`config.mk`:
```
export PLATFORM = sky130hd
export DESIGN_NAME = inst_encoder
export DESIGN_NICKNAME = d
export VERILOG_FILES = /design/src/rtl/inst_encoder.sv
export SDC_FILE = /design/constraint.sdc
export NUM_CORES = 1
export LEC_CHECK = 0
export ABC_CLOCK_PERIOD_IN_PS = 2100
export BUFFER_PORTS_ARGS = -buffer_cell sky130_fd_sc_hd__buf_2
export CAP_MARGIN = 20
export CORE_ASPECT_RATIO = 0.5
export CORE_MARGIN = 3
export CORE_UTILIZATION = 47
export DETAILED_ROUTE_END_ITERATION = 12
export PLACE_DENSITY = 0.76
export SLEW_MARGIN = 25
export SYNTH_ARGS = -nofsm -noshare
export SYNTH_HDL_FRONTEND = slang
export SYNTH_SLANG_ARGS = --single-unit
```
`constraint.sdc`:
```
create_clock -name clk -period 2.1 [get_ports clk]
set_input_delay 0.21 -clock clk [delete_from_list [all_inputs] [get_ports clk]]
set_output_delay 0.21 -clock clk [all_outputs]
set_load 0.05 [all_outputs]
```
`src/rtl/inst_encoder.sv`:
```
// Encodes load/store/branch field sets into 32-bit instruction words,
// range-checks the immediate, and buffers results in a 2-entry FIFO.
module inst_encoder (
  input  logic        clk,
  input  logic        reset,
  input  logic        in_valid,
  output logic        in_ready,
  input  logic [1:0]  in_fmt,
  input  logic [31:0] in_imm,
  input  logic [4:0]  in_rs1,
  input  logic [4:0]  in_rs2,
  input  logic [4:0]  in_rd,
  input  logic [2:0]  in_funct3,
  output logic        out_valid,
  input  logic        out_ready,
  output logic [31:0] out_instr,
  output logic        out_err,
  output logic [7:0]  err_count
);

  typedef enum logic [1:0] {
    FMT_I   = 2'd0,
    FMT_S   = 2'd1,
    FMT_B   = 2'd2,
    FMT_RSV = 2'd3
  } fmt_e;

  localparam logic [6:0] OPC_LOAD   = 7'b0000011;
  localparam logic [6:0] OPC_STORE  = 7'b0100011;
  localparam logic [6:0] OPC_BRANCH = 7'b1100011;

  fmt_e               fmt;
  logic signed [31:0] imm_s;
  logic               imm12_bad;
  logic               imm13_bad;
  logic [31:0]        enc_instr;
  logic               enc_err;

  assign fmt   = fmt_e'(in_fmt);
  assign imm_s = $signed(in_imm);

  always_comb begin
    imm12_bad = (imm_s < -32'sd2048) || (imm_s > 32'sd2047);
    imm13_bad = (imm_s < -32'sd4096) || (imm_s > 32'sd4094) || in_imm[0];
  end

  // Errored entries carry an all-zero word so downstream never sees a partial encoding.
  always_comb begin
    enc_instr = '0;
    enc_err   = 1'b0;
    case (fmt)
      FMT_I: begin
        enc_err   = imm12_bad;
        enc_instr = {in_imm[11:0], in_rs1, in_funct3, in_rd, OPC_LOAD};
      end
      FMT_S: begin
        enc_err   = imm12_bad;
        enc_instr = {in_imm[11:5], in_rs2, in_rs1, in_funct3, in_imm[4:0], OPC_STORE};
      end
      FMT_B: begin
        enc_err   = imm13_bad;
        enc_instr = {in_imm[12], in_imm[10:5], in_rs2, in_rs1, in_funct3,
                     in_imm[4:1], in_imm[11], OPC_BRANCH};
      end
      default: begin
        enc_err   = 1'b1;
        enc_instr = '0;
      end
    endcase
    if (enc_err) enc_instr = '0;
  end

  logic [31:0] mem_instr [2];
  logic        mem_err   [2];
  logic        head;
  logic        tail;
  logic [1:0]  count;
  logic        push;
  logic        pop;

  assign in_ready  = (count < 2'd2);
  assign out_valid = (count != 2'd0);
  assign push      = in_valid && in_ready;
  assign pop       = out_valid && out_ready;

  always_ff @(posedge clk or posedge reset) begin
    if (reset) begin
      count <= '0;
      head  <= 1'b0;
      tail  <= 1'b0;
      for (int unsigned i = 0; i < 2; i++) begin
        mem_instr[i] <= '0;
        mem_err[i]   <= 1'b0;
      end
    end else begin
      if (push) begin
        mem_instr[tail] <= enc_instr;
        mem_err[tail]   <= enc_err;
        tail            <= ~tail;
      end
      if (pop) head <= ~head;
      case ({push, pop})
        2'b10:   count <= count + 2'd1;
        2'b01:   count <= count - 2'd1;
        default: count <= count;
      endcase
    end
  end

  assign out_instr = out_valid ? mem_instr[head] : '0;
  assign out_err   = out_valid ? mem_err[head]   : 1'b0;

  always_ff @(posedge clk or posedge reset) begin
    if (reset) begin
      err_count <= '0;
    end else if (push && enc_err && (err_count != 8'hFF)) begin
      err_count <= err_count + 8'd1;
    end
  end

endmodule

```
Word level (Yosys, flattened, before mapping)

Cells that the tools add are included.

Bits in registers: 78
Output and inout bits: 43
Logic and storage cells: 58

$add $sub $neg: 3
Magnitude comparators: 8
Equality and inequality tests: 5
Mux-type cells: 18
Bitwise gates (word level): 4
Reductions and logical operators: 12

Operators by type and width:

| operator                                                        | number |
|---|---|
| 2-to-1 mux 32 bit                                               | 6 |
| one-hot mux 32 bit (3 select lines)                             | 1 |
| bitwise mux 64 bit                                              | 1 |
| demux 32 bit (select 1 bit)                                     | 1 |
| greater-than comparator 32 x 12 -> 1 bit, second input constant | 1 |
| greater-than comparator 32 x 13 -> 1 bit, second input constant | 1 |
| less-than comparator 32 x 12 -> 1 bit, second input constant    | 1 |
| less-than comparator 32 x 13 -> 1 bit, second input constant    | 1 |
| adder 8 x 1 -> 8 bit, second input constant                     | 1 |
| inequality test 8 bit, second input constant                    | 1 |
| logical AND 1 bit                                               | 5 |
| 2-to-1 mux 1 bit                                                | 5 |
| == test 2 x 1 -> 1 bit, second input constant                   | 2 |
| == test 2 bit, second input constant                            | 2 |
| greater-or-equal comparator 2 bit, second input constant        | 2 |
| NOT 1 -> 2 bit                                                  | 2 |
| one-hot mux 2 bit (2 select lines)                              | 1 |
| nonzero test 2 bit                                              | 2 |
| logical OR 1 bit                                                | 3 |
| adder 2 x 1 -> 2 bit, second input constant                     | 1 |
| bitwise mux 2 bit                                               | 1 |
| zero test 2 bit                                                 | 1 |
| less-than comparator 2 x 1 -> 1 bit, second input constant      | 1 |
| less-than comparator 2 bit, second input constant               | 1 |
| other kinds (5)                                                 | 6 |

Longest topological paths before layout

Depth after elaboration: 6
Depth in mapped cells: 9

Least setup slack after synthesis

OpenSTA, ideal clock, no wires.

Path type: register to register
Start point: register err_count[0]
End point: register err_count[1]
Setup time: 0.128 ns
Arrival: 2.167 ns
Required time: 1.972 ns
Setup slack: -0.194 ns
Stages on the path, launching flop included: 7
Cells stage by stage: dfrtp_1 ha_1 and3_1 a21oi_1 o21ai_0 o2bb2ai_1 mux2_1

Word-level cells in the longest chain between the ends: 2
Elaborated cells on any way between the ends: 3
Classes of those cells: add/sub (1); eq/ne (1); reduce/logical (1)

Ends and longest elaborated chain:

| what                                                                         | RTL line | RTL |
|---|---|---|
| from (decl)                                                                  | 18       | `output logic [7:0] err_count` |
| from (signal assigned)                                                       | 117      | `err_count <= err_count + 8'd1;` |
| parallel branches: the longest is 2 deep, another holds adder 8 x 1 -> 8 bit | -        |  |

Parallel ways; which one is timed is not known.
A chain may end at the register's enable or synchronous reset.

Final worst setup path

Start point: register head
End point: output out_instr[31]

Word-level cells in the longest chain between the ends: 5

Ends and longest elaborated chain:

| what                                                 | RTL line | RTL |
|---|---|---|
| from (decl)                                          | 75       | `logic head;` |
| from (signal assigned)                               | 101      | `if (pop) head <= ~head;` |
| NOT 1 -> 2 bit (not written as such)                 | 110      | `assign out_instr = out_valid ? mem_instr[head] : '0;` |
| 2-to-1 mux 32 bit (not written as such) (3 in a row) | 110      |  |
| 2-to-1 mux 32 bit                                    | 110      |  |
| to (decl)                                            | 16       | `output logic [31:0] out_instr,` |

No other way between the ends. The select of a mux whose other input is x is not followed.

==> results.txt <==
status: finished clean
Cell variety after synth: 44
Min Hold Slack: 0.141 ns
vias in the first global route: 3102
Die Wd: 129 um
dominant cells by area after synthesis: dfrtp_1 (49%), a22o_1 (8.6%), mux2i_1 (8.1%)
worst-path fanout max: 11
Startpoint Class: flop
DRC viols: 0
clock period minus worst slack: 1.93 ns
syn avg cell area: 11.1 sq um
Final Net Count: 485
Setup Viol. Count Final: 0
H-tree depth: 3
final instance area: 4570 sq um
antenna violations before repair: 0
Layout area overhead: 27.5%
Final Hold Vio Count: 0
top_reg_cell synth: dfrtp_1
Port Buffer Count: 95
Die Area: 8770 sq um
clk_lat worst skew: 0.33 ns
Req. time, crit path: 1.89 ns
Routed Antenna Nets: 0
Worst setup EP type: output pin
clock-pin slew on the worst setup and hold paths: 0.06 ns
first-pass GRT wire length: 14700 um
met3 usage: 0.0537
clock sink count: 70
Max Clock Freq: 519 MHz
Root Buffer: clkbuf_16
share of cells above drive strength 1: 0.341
largest net degree at the start of global routing: 71
clk_skew: 0.00475 ns
Worst EP arrival: 1.72 ns
Post-CTS Setup Bufs: 0
Max clock buf depth: 2
met2 usage: 0.371
Period Utilization, post-route: 0.917
Initial Util: 0.510
die height: 67.7 um
number of synthesized flops with an enable pin: 0
CP max stage delay: 0.57 ns
FP Rows: 21
CP max stage cell: dfrtp_2
CTS tree: yes
Yosys top cell by area: dfrtp_1
hpwl dp: 6280 um
Worst Path Buf+Inv: 2
sequential area share after synthesis: 0.489
Total Wirelength: 8940 um
Worst path top cell family by delay: buffers and inverters
ant diodes: 0
Worst VDD drop: 688 uV
Placeable Area: 7020 sq um
Synth async-reset ratio: 1.00
RSZ-0062 raised after global routing: false
Pre-antenna DRT Iters: 5
wire per inst: 17.2 um
yosys warns: 0
Hold Path Class: input pin to flop
FILL cells: 542
Placement Cell Area: 4250 sq um
1st-iter DRT viols: 178
Yosys top cell area share: 0.489
via count: 3058
GRT Total Usage: 0.215
setup TNS: 0 ns
Multi-input gate area: 1680 sq um
placed insts: 503
M1 GR Usage: 0.270
Commonest cells post-synth: dfrtp_1 (70), a22o_1 (35), nor2_1 (34)
flops & latches, synth: 70
placer congestion estimate: 0.833
utilization after layout: 0.651
gr busiest metal: met2
Power per Cell Area: 1340 nW/um^2
count leader, synth: dfrtp_1
Non-Filler Instances: 520
CP cell instances: buf_4 -> mux2i_1 -> nor2_1 -> buf_2
GR Overflow Total: 0
Post-Syn Area: 3580 sq um
leak pwr: 2.34 nW
Register Area: 1750 sq um
IO Pins: 99
max_cap viols: 0
Slew Limit Fails: 0
Worst Setup Path Type: flop to output pin
Via-to-Cell Ratio: 5.88
CTS buffer count: 9
Synth Instances: 322
## sequential cells by signal, indices dropped and copies added (netlist names)
register,count
mem_err,2
head,1
mem_instr,56
tail,1
count,2
err_count,8
## cell usage in the layout (no fill, tap or decap), types with 3 or more instances in the layout
cell / instances
or2_2: 3
nand3_1: 5
o211ai_1: 3
a21oi_1: 3
o2bb2ai_1: 3
a21o_1: 3
mux2i_1: 29
xor2_1: 8
buf_2: 95
dfrtp_1: 69
nand4_1: 5
ha_1: 6
o22ai_1: 3
buf_4: 19
nand2_1: 10
a22o_1: 35
or3_1: 3
a32o_1: 28
clkbuf_16: 9
buf_12: 3
inv_1: 7
nor2_1: 32
conb_1: 3
xnor2_1: 3
o21ai_0: 4
nor4_2: 3
## kinds of logic after synthesis
| logic type | count (synthesis) | share of synthesized area |
|---|---|---|
| AO/OA/AOI/OAI | 95 | 0.229 |
| XOR/XNOR | 11 | 0.0269 |
| adder cells (fa/ha/maj) | 6 | 0.0210 |
| buffers and inverters | 38 | 0.0510 |
| flip-flops | 70 | 0.489 |
| multiplexers | 30 | 0.0842 |
| other | 1 | 0.00105 |
| AND/OR/NAND/NOR | 71 | 0.0978 |
## power breakdown
part           switching [mW]  internal, mW  total, mW
clock                   0.554         0.950       1.50
sequential              0.318          1.73       2.05
combinational            1.72         0.852       2.57
total                    2.59          3.53       6.12
## path summary, 6_finish.rpt
check	from	end	slack, ns	depth (start not counted)
worst min register to register	mem_instr[47]$_DFFE_PP0P_	mem_instr[47]$_DFFE_PP0P_	0.49	1
worst min-delay path	in_funct3[0]	mem_instr[12]$_DFFE_PP0P_	0.14	2
worst max-delay path	head$_DFFE_PP0P_	out_instr[31]	0.17	4
min in group asynchronous	reset	mem_instr[1]$_DFFE_PP0P_	0.50	4
worst max register to register	err_count[0]$_DFFE_PP0P_	err_count[1]$_DFFE_PP0P_	0.23	6
max in group asynchronous	reset	head$_DFFE_PP0P_	1.28	4
## stage by stage
step | power, mW | setup WS, ns
after floorplan | 3.96 | -0.0596
after global placement | 4.55 | 0.0207
after detailed placement | 4.65 | -0.0363
after CTS | 6.18 | 0.164
after global routing | 6.45 | 0.0332
final | 6.12 | 0.174
## cell type report
class | count | area share
multi-input combinational | 216 | 0.367
tap | 92 | 0.0252
clock buffer | 11 | 0.0532
inverter | 8 | 0.00658
clock inverter | 5 | 0.0129
timing repair buffer | 118 | 0.151
sequential | 70 | 0.384
## repair_timing
item | CTS | global route
hold buffers | 1 | 0
gates resized for setup | 0 | 0
endpoints found under the setup margin | 0 | 0
endpoints found under the hold margin | 70 | 0
## layer usage
| metal | part of all wire | up-vias |
|---|---|---|
| met4 | 0.0078 | 0 |
| met3 | 0.070 | 7 |
| met5 | 0 | - |
| li1 | - | 1409 |
| met1 | 0.42 | 1520 |
| met2 | 0.50 | 122 |
(Power assumes the default switching activity.)
